**config.mk**
```make
export PLATFORM = sky130hd
export DESIGN_NAME = sort_stream_n
export DESIGN_NICKNAME = d
export VERILOG_FILES = /design/src/rtl/sort_stream_pkg.sv /design/src/rtl/cmp_swap.sv /design/src/rtl/sort_stream_n.sv
export SDC_FILE = /design/constraint.sdc
export NUM_CORES = 1
export LEC_CHECK = 0
export CAP_MARGIN = 20
export CORE_ASPECT_RATIO = 1.2
export CORE_MARGIN = 1.5
export CORE_UTILIZATION = 30
export CTS_CLUSTER_DIAMETER = 80
export DETAILED_ROUTE_END_ITERATION = 8
export PLACE_DENSITY_LB_ADDON = 0.1
export SYNTH_ARGS = -nofsm -noshare
export SYNTH_HDL_FRONTEND = slang
export SYNTH_SLANG_ARGS = --single-unit
```
**constraint.sdc**
```tcl
create_clock -name clk -period 5.95 [get_ports clk]
set_input_delay 1.19 -clock clk [delete_from_list [all_inputs] [get_ports clk]]
set_output_delay 1.19 -clock clk [all_outputs]
set_load 0.005 [all_outputs]
```
**src/rtl/sort_stream_pkg.sv**
```systemverilog
// Shared types and width helpers for the streaming odd-even transposition sorter.
package sort_stream_pkg;

    typedef enum logic [1:0] {
        IDLE = 2'd0,
        SORT = 2'd1,
        DONE = 2'd2
    } state_e;

    // Swap count is bounded by the maximum inversion count N(N-1)/2.
    function automatic int swap_cnt_w(input int n);
        return $clog2(n * (n - 1) / 2 + 1);
    endfunction

    function automatic int phase_w(input int n);
        return $clog2(n);
    endfunction

    localparam int PHASE_W_DEFAULT = phase_w(8);

endpackage

```
**src/rtl/cmp_swap.sv**
```systemverilog
// Single compare-exchange cell; the strict comparison keeps equal elements in order.
module cmp_swap #(
    parameter int W = 8
) (
    input  logic [W-1:0] a,
    input  logic [W-1:0] b,
    input  logic         desc,
    output logic [W-1:0] lo_or_first,
    output logic [W-1:0] hi_or_second,
    output logic         swapped
);

    assign swapped      = desc ? (a < b) : (a > b);
    assign lo_or_first  = swapped ? b : a;
    assign hi_or_second = swapped ? a : b;

endmodule

```
**src/rtl/sort_stream_n.sv**
```systemverilog
// Streaming N-lane sorter: one odd-even transposition phase per cycle, N phases per
// vector, returning the sorted lanes plus the number of exchanges performed.
module sort_stream_n
    import sort_stream_pkg::*;
#(
    parameter int W  = 8,
    parameter int N  = 8,
    parameter int CW = swap_cnt_w(N)
) (
    input  logic           clk,
    input  logic           rst,
    input  logic           in_valid,
    output logic           in_ready,
    input  logic           in_desc,
    input  logic [N*W-1:0] in_data,
    output logic           out_valid,
    input  logic           out_ready,
    output logic [N*W-1:0] out_data,
    output logic [CW-1:0]  out_swaps
);

    localparam int PW = phase_w(N);

    state_e              state_q, state_d;
    logic [N-1:0][W-1:0] lanes_q, even_nxt, odd_nxt, phase_nxt;
    logic [N-2:0]        even_sw, odd_sw, phase_sw;
    logic [CW-1:0]       swaps_q, phase_cnt;
    logic [PW-1:0]       phase_q;
    logic                desc_q, accept, last_phase;

    assign in_ready   = (state_q == IDLE) && !rst;
    assign accept     = in_valid && in_ready;
    assign last_phase = (phase_q == PW'(N - 1));

    // Pair j compares lanes j and j+1: even j belongs to even phases, odd j to odd phases.
    for (genvar j = 0; j < N - 1; j++) begin : g_pair
        if (j % 2 == 0) begin : g_even
            cmp_swap #(.W(W)) u_cs (
                .a           (lanes_q[j]),
                .b           (lanes_q[j+1]),
                .desc        (desc_q),
                .lo_or_first (even_nxt[j]),
                .hi_or_second(even_nxt[j+1]),
                .swapped     (even_sw[j])
            );
            assign odd_sw[j] = 1'b0;
        end else begin : g_odd
            cmp_swap #(.W(W)) u_cs (
                .a           (lanes_q[j]),
                .b           (lanes_q[j+1]),
                .desc        (desc_q),
                .lo_or_first (odd_nxt[j]),
                .hi_or_second(odd_nxt[j+1]),
                .swapped     (odd_sw[j])
            );
            assign even_sw[j] = 1'b0;
        end
    end

    assign odd_nxt[0] = lanes_q[0];
    if (N % 2 == 1) begin : g_even_tail
        assign even_nxt[N-1] = lanes_q[N-1];
    end else begin : g_odd_tail
        assign odd_nxt[N-1] = lanes_q[N-1];
    end

    always_comb begin
        phase_sw  = phase_q[0] ? odd_sw  : even_sw;
        phase_nxt = phase_q[0] ? odd_nxt : even_nxt;
        phase_cnt = '0;
        for (int i = 0; i < N - 1; i++) begin
            phase_cnt = phase_cnt + CW'(phase_sw[i]);
        end
    end

    always_ff @(posedge clk or posedge rst) begin
        if (rst) state_q <= IDLE;
        else     state_q <= state_d;
    end

    always_comb begin
        state_d = state_q;
        unique case (state_q)
            IDLE:    if (accept)     state_d = SORT;
            SORT:    if (last_phase) state_d = DONE;
            DONE:    if (out_ready)  state_d = IDLE;
            default:                 state_d = IDLE;
        endcase
    end

    always_ff @(posedge clk or posedge rst) begin
        if (rst) begin
            lanes_q <= '0;
            desc_q  <= 1'b0;
            swaps_q <= '0;
            phase_q <= '0;
        end else if (accept) begin
            lanes_q <= in_data;
            desc_q  <= in_desc;
            swaps_q <= '0;
            phase_q <= '0;
        end else if (state_q == SORT) begin
            lanes_q <= phase_nxt;
            swaps_q <= swaps_q + phase_cnt;
            phase_q <= phase_q + 1'b1;
        end
    end

    assign out_valid = (state_q == DONE);
    assign out_data  = lanes_q;
    assign out_swaps = swaps_q;

endmodule

```
==> flow_summary.ini <==
[clock_tree]
clk_latency_ns = 0.35
clk_pin_slew_ns = 0.06
cts_resized = 0
cts-root-buf = clkbuf_16
ctsHoldBuffers = 0
cts_buffer_depth = 2
cts_max_level = 3
tritoncts = built
post_cts_buffers = 0
numCtsBuffers = 9
cts.sinks = 75

[synthesis]
syn-num-nets = 772
ys_seq_elements = 75
syn_avg_cell_area_um2 = 9.21
synthTopCellsByCount = mux2i_1 (105), a21oi_1 (82), dfrtp_1 (75)
synth-seq-area-share_pct = 32.1
synth.top_cell.area_share_pct = 32.1
synth_ff_type = dfrtp_1
post-synth-top-count-cell = mux2i_1
async_flop_share_pct = 100
synth_edf_count = 0
synth_area_leader_cell = dfrtp_1
synth_area_um2 = 5840
yosysWarningCount = 0
synth_cells = 634
ys_types = 47
synth.area.top_cells = dfrtp_1 (32%), mux2i_1 (18%), ha_1 (14%)

[setup_path]
worstReg2RegStart = out_data[9]
cp-startpoint = out_data[9]
cp-start-kind = flop
path_buf_inv = 3
cp_max_fo = 4
worstSetupPathType = flop to flop
worstPathArrival_ns = 5.04
crit_chain = inv_1, ha_1, nor2b_1, o211ai_1, a21oi_1, o311ai_1, nor2b_1, fa_1, inv_1, fa_1, fa_1, inv_1, ha_1, fa_1, a21o_1, a21oi_1, or3_1, a21oi_1
endpoint_kind = flop
crit_path_frequent_cell = fa_1
slowest_delay_ns = 0.55
slowest_stage = fa_1
required_ns = 6.15
critPathTopFamily = adder cells

[sta]
tns_ns = 0
worst_slew_pin_slew_ns = 1.21
period_share_pct = 81.5
finalSetupViolCount = 0
rsz0062_at_grt = no
finalClockSkew_ns = 0.00781
slew_headroom_pct = 19.1
finalHoldViolCount = 0
finalCriticalPeriod_ns = 4.85
max_freq_mhz = 206
maxSlewViolCount = 0

[layout]
design_area_um2 = 7820
drive_gt1_share_pct = 6.00
diodes = 0
multi_input_area_um2 = 3590
area.sequential_um2 = 1880
num-fill-cells = 1902
nets = 900
syn2layout_area_growth_pct = 33.9

[power_and_ir_drop]
power.leakage_nw = 3.64
max-vdd-ir-drop_mv = 0.331
p_per_area_nw_per_um2 = 687

[routing]
dr.pass1.iters = 4
wl_um = 19700
vias = 5162
drc = 0
avgRoutedWirePerCell_um = 19.2
ant_nets = 0
viasPerCell = 5.05
drtIter0Drc = 245

[place]
place_area_um2 = 7490
gp_congestion = 0.820
port_buffers = 139
dp_hpwl_um = 14900

[grt]
track_usage_pct = 20.0
grt-ovfl-total = 0
grt_pass1_vias = 5365
grt_max_degree = 75
antenna_found_initial = 0
grt_pass1_wl_um = 30600

[run]
cap_violations = 0

[hold_path]
hp-class = flop to flop
min_from = phase_q[1]

[floorplanning]
ioPinCount = 140
initial_core_util_pct = 30.7
die_area_um2 = 20300
fp.dieH_um = 156
rows = 55
fp.coreArea_um2 = 19000
die_x_um = 130

[status]
status = complete, no violations
## worst reg2reg max path, cell delays in order (launching register included)
cell	delay, ns
dfrtp_1	0.40
inv_1	0.10
ha_1	0.30
nor2b_1	0.14
o211ai_1	0.19
a21oi_1	0.09
o311ai_1	0.51
nor2b_1	0.26
fa_1	0.44
inv_1	0.09
fa_1	0.42
fa_1	0.55
inv_1	0.04
ha_1	0.22
fa_1	0.40
a21o_1	0.19
a21oi_1	0.18
or3_1	0.13
a21oi_1	0.06
## power by group
group / total (W) / internal (W) / switching, W
combinational: 0.00352 / 0.00175 / 0.00178
sequential: 0.00123 / 0.000769 / 0.000459
clock: 0.000618 / 0.000390 / 0.000228
## cells in the final DEF, fill, tap and decap left out, drive strengths merged, types with 3 or more instances in the layout
cell type | synthesis | routed
a21o | 7 | 7
a21oi | 84 | 84
a22oi | 4 | 4
buf | 8 | 8
clkbuf | 22 | 12
clkdlybuf4s50 | 0 | 139
dfrtp | 75 | 75
fa | 4 | 4
ha | 65 | 65
inv | 64 | 64
mux2 | 9 | 9
mux2i | 105 | 105
nand2 | 27 | 27
nand3 | 3 | 3
nand4 | 12 | 12
nor2 | 62 | 62
nor2b | 8 | 8
nor3 | 9 | 9
o211ai | 11 | 11
o21ai | 15 | 15
o31a | 3 | 3
o31ai | 11 | 11
## per-stage QoR
stage	total power, W	instances	setup slack, ns	hold slack (ns)	util, %
after floorplan	0.00354	634	1.50	0.507	-
after global placement	0.00472	1007	1.27	0.521	39.4
after detailed placement	0.00479	1007	1.11	0.537	39.4
after CTS	0.00544	1023	1.09	0.546	41.2
after global routing	0.00589	1023	0.765	0.562	41.2
final	0.00537	1023	1.10	0.543	41.2
## final timing paths
kind / slack (ns) / to / depth (start not counted)
max: 1.10 / out_swaps[4] / 18
min: 0.54 / phase_q[1] / 2
max reg2reg: 1.10 / out_swaps[4] / 18
min reg2reg: 0.54 / phase_q[1] / 2
max in group asynchronous: 3.39 / out_data[7] / 3
min in group asynchronous: 1.48 / out_data[63] / 2
## layout make-up
type	instances	area share [%]
clock buffer	12	3.28
clock inverter	4	0.928
inverter	64	3.07
multi-input combinational	465	46.0
sequential	75	24.1
tap	256	4.10
timing repair buffer	147	18.6
## state kept, by name, indices dropped and copies added, names as in the netlist
register / cells
out_data: 64
state_q: 2
phase_q: 3
out_swaps: 5
desc_q: 1
## cells by family after synthesis
group | share of synthesized area, %
fa+ha+maj | 15.3
compound gates | 15.5
mux | 19.7
flops | 32.1
xor+xnor | 0.450
buf+inv | 6.45
simple gates | 10.4
## metal layers
| layer | share of wire (%) | global-route usage (%) | vias up |
|---|---|---|---|
| met3 | 3.8 | 3.57 | 17 |
| met4 | 1.3 | 5.81 | 0 |
| met2 | 48 | 32.6 | 100 |
| met5 | 0 | 0 | - |
| li1 | - | - | 2512 |
| met1 | 47 | 26.9 | 2533 |
No activity file was read; power rests on OpenSTA's default activity.
==> variant 1 (same settings) <==
Re-encode `state_e` (3 states) as one-hot, 3 bits wide.
--- a/src/rtl/sort_stream_pkg.sv
+++ b/src/rtl/sort_stream_pkg.sv
@@ -1,10 +1,10 @@
 // Shared types and width helpers for the streaming odd-even transposition sorter.
 package sort_stream_pkg;
 
-    typedef enum logic [1:0] {
-        IDLE = 2'd0,
-        SORT = 2'd1,
-        DONE = 2'd2
+    typedef enum logic [2:0] {
+        IDLE = 3'b001,
+        SORT = 3'b010,
+        DONE = 3'b100
     } state_e;
 
     // Swap count is bounded by the maximum inversion count N(N-1)/2.
Function: no difference found for any inputs over 4 cycles, from zero or initial values and one cycle with rst high; so few cycles prove little.
==> variant 1 against the original RTL <==
Routed wire length grew 2.3%. Sequential cell count up 1. Critical endpoint unchanged. Largest power group unchanged. Count of clock-buffer cells in the layout grew 3. Cell area increased by 0.77%. Setup slack better by 0.28 ns. Non-clock buffer count down 3. Power fell by 25%. Via count increased by 5.4%. Die area grew 2.4%. Synthesized area increased by 2.5%. Synthesized cell count rose by 5.0%. First-iteration DRC count up 6.5%.
==> variant 1: results (changes against the original RTL) <==
| Metric | Value |
|---|---|
| Via total after detailed routing | `5439 (was 5162)` |
| Number of warnings reported in the yosys synthesis log | `0 (unchanged)` |
| Register area share after synthesis | `31.80% (was 32.14%)` |
| Post-synthesis area per instance | `8.986 µm² (was 9.210 µm²)` |
| R2R Setup Slk | `1.38 ns (was 1.10 ns)` |
| Setup Buffers After CTS | `0 (unchanged)` |
| Count of cells resized by post-cts repair | `0 (unchanged)` |
| Peak supply drop | `0.1721 mV (was 0.3315 mV)` |
| Number of standard cells in the final layout excluding fillers | `1053 (was 1023)` |
| Worst Skew | `0.009481 ns (was 0.007810 ns)` |
| Routability cong. | `0.8335 (was 0.8195)` |
| Fraction of final layout cells with drive strength greater than 1 | `4.924% (was 5.997%)` |
| Worst EP arrival | `4.83 ns (was 5.04 ns)` |
| WL per Instance | `19.13 µm (was 19.24 µm)` |
| GRT Resource Usage Total | `19.82% (was 19.98%)` |
| Timing endpoint of the critical path | `out_swaps[4] (unchanged)` |
| # diodes | `0 (unchanged)` |
| Net Count, Synth | `804 (was 772)` |
| Number of iterations in the first detailed-routing pass | `4 (unchanged)` |
| Via count of the first global-routing pass | `5737 (was 5365)` |
| Pin count of the biggest net entering global routing | `71 (was 75)` |
| Largest stage delay, worst path | `0.55 ns (about the same)` |
| Cell total after placement | `1037 (was 1007)` |
| Cell area reported after detailed placement | `0.007594 mm² (was 0.007487 mm²)` |
| Max Fanout on Critical Path | `5 (was 4)` |
| Half-perimeter wire length after detailed placement | `15040 µm (was 14910 µm)` |
| Number of unique standard cell types used by synthesis | `53 (was 47)` |
| Slew at the pin closest to its max-slew limit | `1.034 ns (was 1.214 ns)` |
| Count of nets after finishing | `925 (was 900)` |
| DRT iter0 DRCs | `261 (was 245)` |
| Flip-flop count of the largest register, all copies and words added | `64 (unchanged)` |
| Depth of the worst register-to-register path | `18 (unchanged)` |
| Top area cells in the synthesized netlist | `sky130_fd_sc_hd__dfrtp_1 (31%), sky130_fd_sc_hd__mux2i_1 (16%), sky130_fd_sc_hd__ha_1 (14%), sky130_fd_sc_hd__a21oi_1 (7.6%), sky130_fd_sc_hd__inv_1 (3.9%) (was sky130_fd_sc_hd__dfrtp_1 (32%), sky130_fd_sc_hd__mux2i_1 (18%), sky130_fd_sc_hd__ha_1 (14%), sky130_fd_sc_hd__a21oi_1 (7.0%), sky130_fd_sc_hd__inv_1 (4.1%))` |
| Wire length of the first global-routing pass | `32170 µm (was 30580 µm)` |
| Reg-to-Reg Start | `out_data[31] (was out_data[9])` |
| Critical path class | `register to register (unchanged)` |
| Leakage | `3.533 nW (was 3.638 nW)` |
| Top flip-flop cell by instance count after synthesis | `sky130_fd_sc_hd__dfrtp_1 (unchanged)` |
| Run status | `finished, final reports clean (unchanged)` |
| Top cell types by occurrence after synthesis | `sky130_fd_sc_hd__mux2i_1 (96), sky130_fd_sc_hd__a21oi_1 (91), sky130_fd_sc_hd__dfrtp_1 (75) (was sky130_fd_sc_hd__mux2i_1 (105), sky130_fd_sc_hd__a21oi_1 (82), sky130_fd_sc_hd__dfrtp_1 (75))` |
-- variant 1: changes by cell type in the layout (fill, tap and decap cells not counted), sizes merged, moves of 8 or more --
cell / delta
o21ai: +11
mux2i: -9
nand2: +9
a211o: +8
a311o: +8
and3: +8
and4: +8
mux2: -8
o31ai: -8
-- variant 1: how the worst min path moves through the flow --
| stage | endpoint | from | slack [ns] | cells after the start |
|---|---|---|---|---|
| 2_1_floorplan | state_q[1] | state_q[2] | 0.45 | 1 |
| 3_3_place_gp | phase_q[1] | phase_q[1] | 0.49 | 2 |
| 3_5_place_dp | phase_q[2] | phase_q[2] | 0.50 | 2 |
| 4_1_cts | phase_q[2] | phase_q[2] | 0.52 | 2 |
| 5_1_grt | phase_q[1] | phase_q[1] | 0.55 | 2 |
| 6_report | phase_q[2] | phase_q[2] | 0.51 | 2 |
-- variant 1: cells by family after synthesis --
logic type	count (synthesis)	synth area share (%)
xor+xnor	2	0.2928
simple gates	167	14.07
fa+ha+maj	69	14.93
flops	76	31.80
compound gates	159	16.12
mux	97	16.24
buf+inv	96	6.544
-- variant 1: metrics by stage --
| step | hold slack (ns) | power (mW) | setup slack [ns] |
|---|---|---|---|
| floorplan | 0.4512 | 2.495 | 1.671 |
| global placement | 0.4856 | 3.470 | 1.476 |
| detailed placement | 0.5006 | 3.519 | 1.350 |
| CTS | 0.5158 | 4.076 | 1.314 |
| global route | 0.5467 | 4.453 | 1.051 |
| finish | 0.5055 | 4.034 | 1.379 |
-- variant 1: worst max-delay path, delay by kind of cell (launching register included) --
family,cells,cell delay (ns)
and+or+nand+nor,4,0.48
AOI/OAI and AO/OA,5,0.87
buffers and inverters,3,0.19
DFF,1,0.45
adders and majority gates,6,2.50
-- variant 1: where the power goes --
group          internal, mW  switching, mW
combinational          1.21           1.18
clock                 0.317          0.221
sequential            0.729          0.381
-- variant 1: area by class of cell --
cell class | instances | area (µm²)
Fill cell | 1966 | 11670
Multi-Input combinational cell | 494 | 3699
Sequential cell | 76 | 1907
Timing Repair Buffer | 144 | 1429
Tap cell | 261 | 326.6
Clock buffer | 15 | 277.8
Inverter | 62 | 232.7
Clock inverter | 1 | 5.005
-- variant 1: metal layers --
layer	global-route usage (%)	vias to the layer above	part of all wire, %
met1	25.90	2645	46
met5	0	-	0
met2	32.71	141	47
met4	7.619	0	2.7
met3	3.458	34	4.4
li1	-	2619	-
==> variant 2 (same flow settings) <==
Without the edit above. `W` is set to 8 in 2 places; all go to 6.
--- a/src/rtl/cmp_swap.sv
+++ b/src/rtl/cmp_swap.sv
@@ -1,6 +1,6 @@
 // Single compare-exchange cell; the strict comparison keeps equal elements in order.
 module cmp_swap #(
-    parameter int W = 8
+    parameter int W = 6
 ) (
     input  logic [W-1:0] a,
     input  logic [W-1:0] b,
--- a/src/rtl/sort_stream_n.sv
+++ b/src/rtl/sort_stream_n.sv
@@ -3,7 +3,7 @@
 module sort_stream_n
     import sort_stream_pkg::*;
 #(
-    parameter int W  = 8,
+    parameter int W  = 6,
     parameter int N  = 8,
     parameter int CW = swap_cnt_w(N)
 ) (
Ports: changed (resized in_data and out_data); port bits go from 140 to 108. No check against the original RTL was run, so the function may have changed too.
==> variant 2 against the original RTL <==
Non-clock buffer count decreased by 34. Sequential cell count fell by 16. Routed wire length shrank 25%. Power is 17% lower. First-iteration DRC count increased by 26%. Setup slack improved by 0.11 ns. Synthesized area is 19% lower. Cell area fell by 20%. Worst hold slack lost 0.014 ns. Critical path type unchanged. Largest power group unchanged. Highest routed layer unchanged.
==> variant 2: results (changes against the original RTL) <==
| Metric | Value |
|---|---|
| Max Fanout on Critical Path | `6 (was 4)` |
| Htree depth | `3 (unchanged)` |
| Post-synthesis area per instance | `8.829 µm² (was 9.210 µm²)` |
| R2R Setup Slk | `1.22 ns (was 1.10 ns)` |
| Cell total after placement | `826 (was 1007)` |
| Half-perimeter wire length after detailed placement | `10800 µm (was 14910 µm)` |
| Peak supply drop | `0.2452 mV (was 0.3315 mV)` |
| Number of unique standard cell types used by synthesis | `55 (was 47)` |
| Routability cong. | `0.8908 (was 0.8195)` |
| DRT iter0 DRCs | `309 (was 245)` |
| Filler cells | `1634 (was 1902)` |
| Clk Latency, worst-skew pair | `0.34 ns` |
| Run status | `finished, final reports clean (unchanged)` |
| Wire length of the first global-routing pass | `24330 µm (was 30580 µm)` |
| Number of buffers inserted by port buffering | `107 (was 139)` |
| Proportion of synthesized flip-flops having asynchronous set or reset | `100.0% (unchanged)` |
| Drt via density | `5.112 (was 5.046)` |
| Net Count, Synth | `643 (was 772)` |
| Sum of negative setup slack | `0 ns (unchanged)` |
| Via count of the first global-routing pass | `4426 (was 5365)` |
| Pin count of the biggest net entering global routing | `60 (was 75)` |
| Via total after detailed routing | `4304 (was 5162)` |
| GRT Resource Usage Total | `18.83% (was 19.98%)` |
| Reg-to-Reg Start | `out_data[22] (was out_data[9])` |
| Worst EP arrival | `4.99 ns (was 5.04 ns)` |
| Count of nets after finishing | `738 (was 900)` |
| Number of iterations in the first detailed-routing pass | `5 (was 4)` |
| Total Routed Length | `14800 µm (was 19690 µm)` |
| Worst reg2reg endpoint | `out_swaps[4] (unchanged)` |
| Setup Buffers After CTS | `0 (unchanged)` |
| Leakage | `2.807 nW (was 3.638 nW)` |
| Flip-flop count of the largest register, all copies and words added | `48 (was 64)` |
| Worst Skew | `0.009017 ns (was 0.007810 ns)` |
| Fraction of final layout cells with drive strength greater than 1 | `6.940% (was 5.997%)` |
| Hold path depth | `2 (unchanged)` |
| Register area share after synthesis | `31.26% (was 32.14%)` |
| Top cell types by occurrence after synthesis | `sky130_fd_sc_hd__nand2_1 (77), sky130_fd_sc_hd__dfrtp_1 (59), sky130_fd_sc_hd__inv_1 (56) (was sky130_fd_sc_hd__mux2i_1 (105), sky130_fd_sc_hd__a21oi_1 (82), sky130_fd_sc_hd__dfrtp_1 (75))` |
| Initial antenna violation count | `0 (unchanged)` |
| Top area cells in the synthesized netlist | `sky130_fd_sc_hd__dfrtp_1 (31%), sky130_fd_sc_hd__ha_1 (14%), sky130_fd_sc_hd__mux2i_1 (6.8%), sky130_fd_sc_hd__nand2_1 (6.1%), sky130_fd_sc_hd__a221o_1 (5.1%) (was sky130_fd_sc_hd__dfrtp_1 (32%), sky130_fd_sc_hd__mux2i_1 (18%), sky130_fd_sc_hd__ha_1 (14%), sky130_fd_sc_hd__a21oi_1 (7.0%), sky130_fd_sc_hd__inv_1 (4.1%))` |
| Slew HR | `34.08% (was 19.05%)` |
-- variant 2: kinds of logic after synthesis --
logic type                 Yosys count  share of synthesized area (%)
and+or+nand+nor                    151                          14.12
AOI/OAI and AO/OA                  146                          23.87
buffers and inverters               87                          7.523
DFF                                 59                          31.26
adders and majority gates           55                          15.21
muxes                               35                          7.656
xor gates and xnor gates             2                         0.3709
-- variant 2: how the worst max path moves through the flow --
stage | startpoint | endpoint | slack (ns)
floorplan | out_data[22] | out_swaps[4] | 1.58
global placement | out_data[22] | out_swaps[4] | 1.37
detailed placement | out_data[22] | out_swaps[4] | 1.23
CTS | out_data[22] | out_swaps[4] | 1.19
global route | out_data[22] | out_swaps[4] | 0.90
finish | out_data[22] | out_swaps[4] | 1.22
-- variant 2: layout make-up --
class | instances | share of cell area [%]
multi-input combinational | 389 | 46.32
sequential | 59 | 23.66
timing repair buffer | 113 | 17.87
clock buffer | 13 | 4.328
tap | 208 | 4.168
inverter | 58 | 3.486
clock inverter | 2 | 0.1603
-- variant 2: tightest hold or removal path, cell delays in order (launching register included) --
cell and delay, ns:
sky130_fd_sc_hd__dfrtp_1 0.37, sky130_fd_sc_hd__nand2_1 0.05, sky130_fd_sc_hd__o21ai_0 0.06
-- variant 2: metrics by stage --
stage / hold WS (ns) / setup slack [ns] / power [mW] / instance area (µm²)
4_1_cts: 0.5355 / 1.193 / 4.526 / 6237
3_5_place_dp: 0.5262 / 1.229 / 3.992 / 5957
2_1_floorplan: 0.5073 / 1.577 / 3.048 / 4723
5_1_grt: 0.5642 / 0.8961 / 4.968 / 6245
3_3_place_gp: 0.5227 / 1.373 / 3.964 / 5957
6_report: 0.5295 / 1.215 / 4.476 / 6245
-- variant 2: metal layers --
layer	vias up	global-route usage, %	part of all wire [%]
li1	2120	-	-
met1	2068	23.30	46
met2	101	32.04	48
met3	15	4.072	4.5
met4	0	7.381	1.8
met5	-	0	0
-- variant 2: power breakdown --
| part | switching (mW) | internal, mW | total, mW |
|---|---|---|---|
| registers | 0.345 | 0.620 | 0.965 |
| logic | 1.56 | 1.45 | 3.01 |
| clock network | 0.185 | 0.312 | 0.496 |
| total | 2.09 | 2.38 | 4.48 |
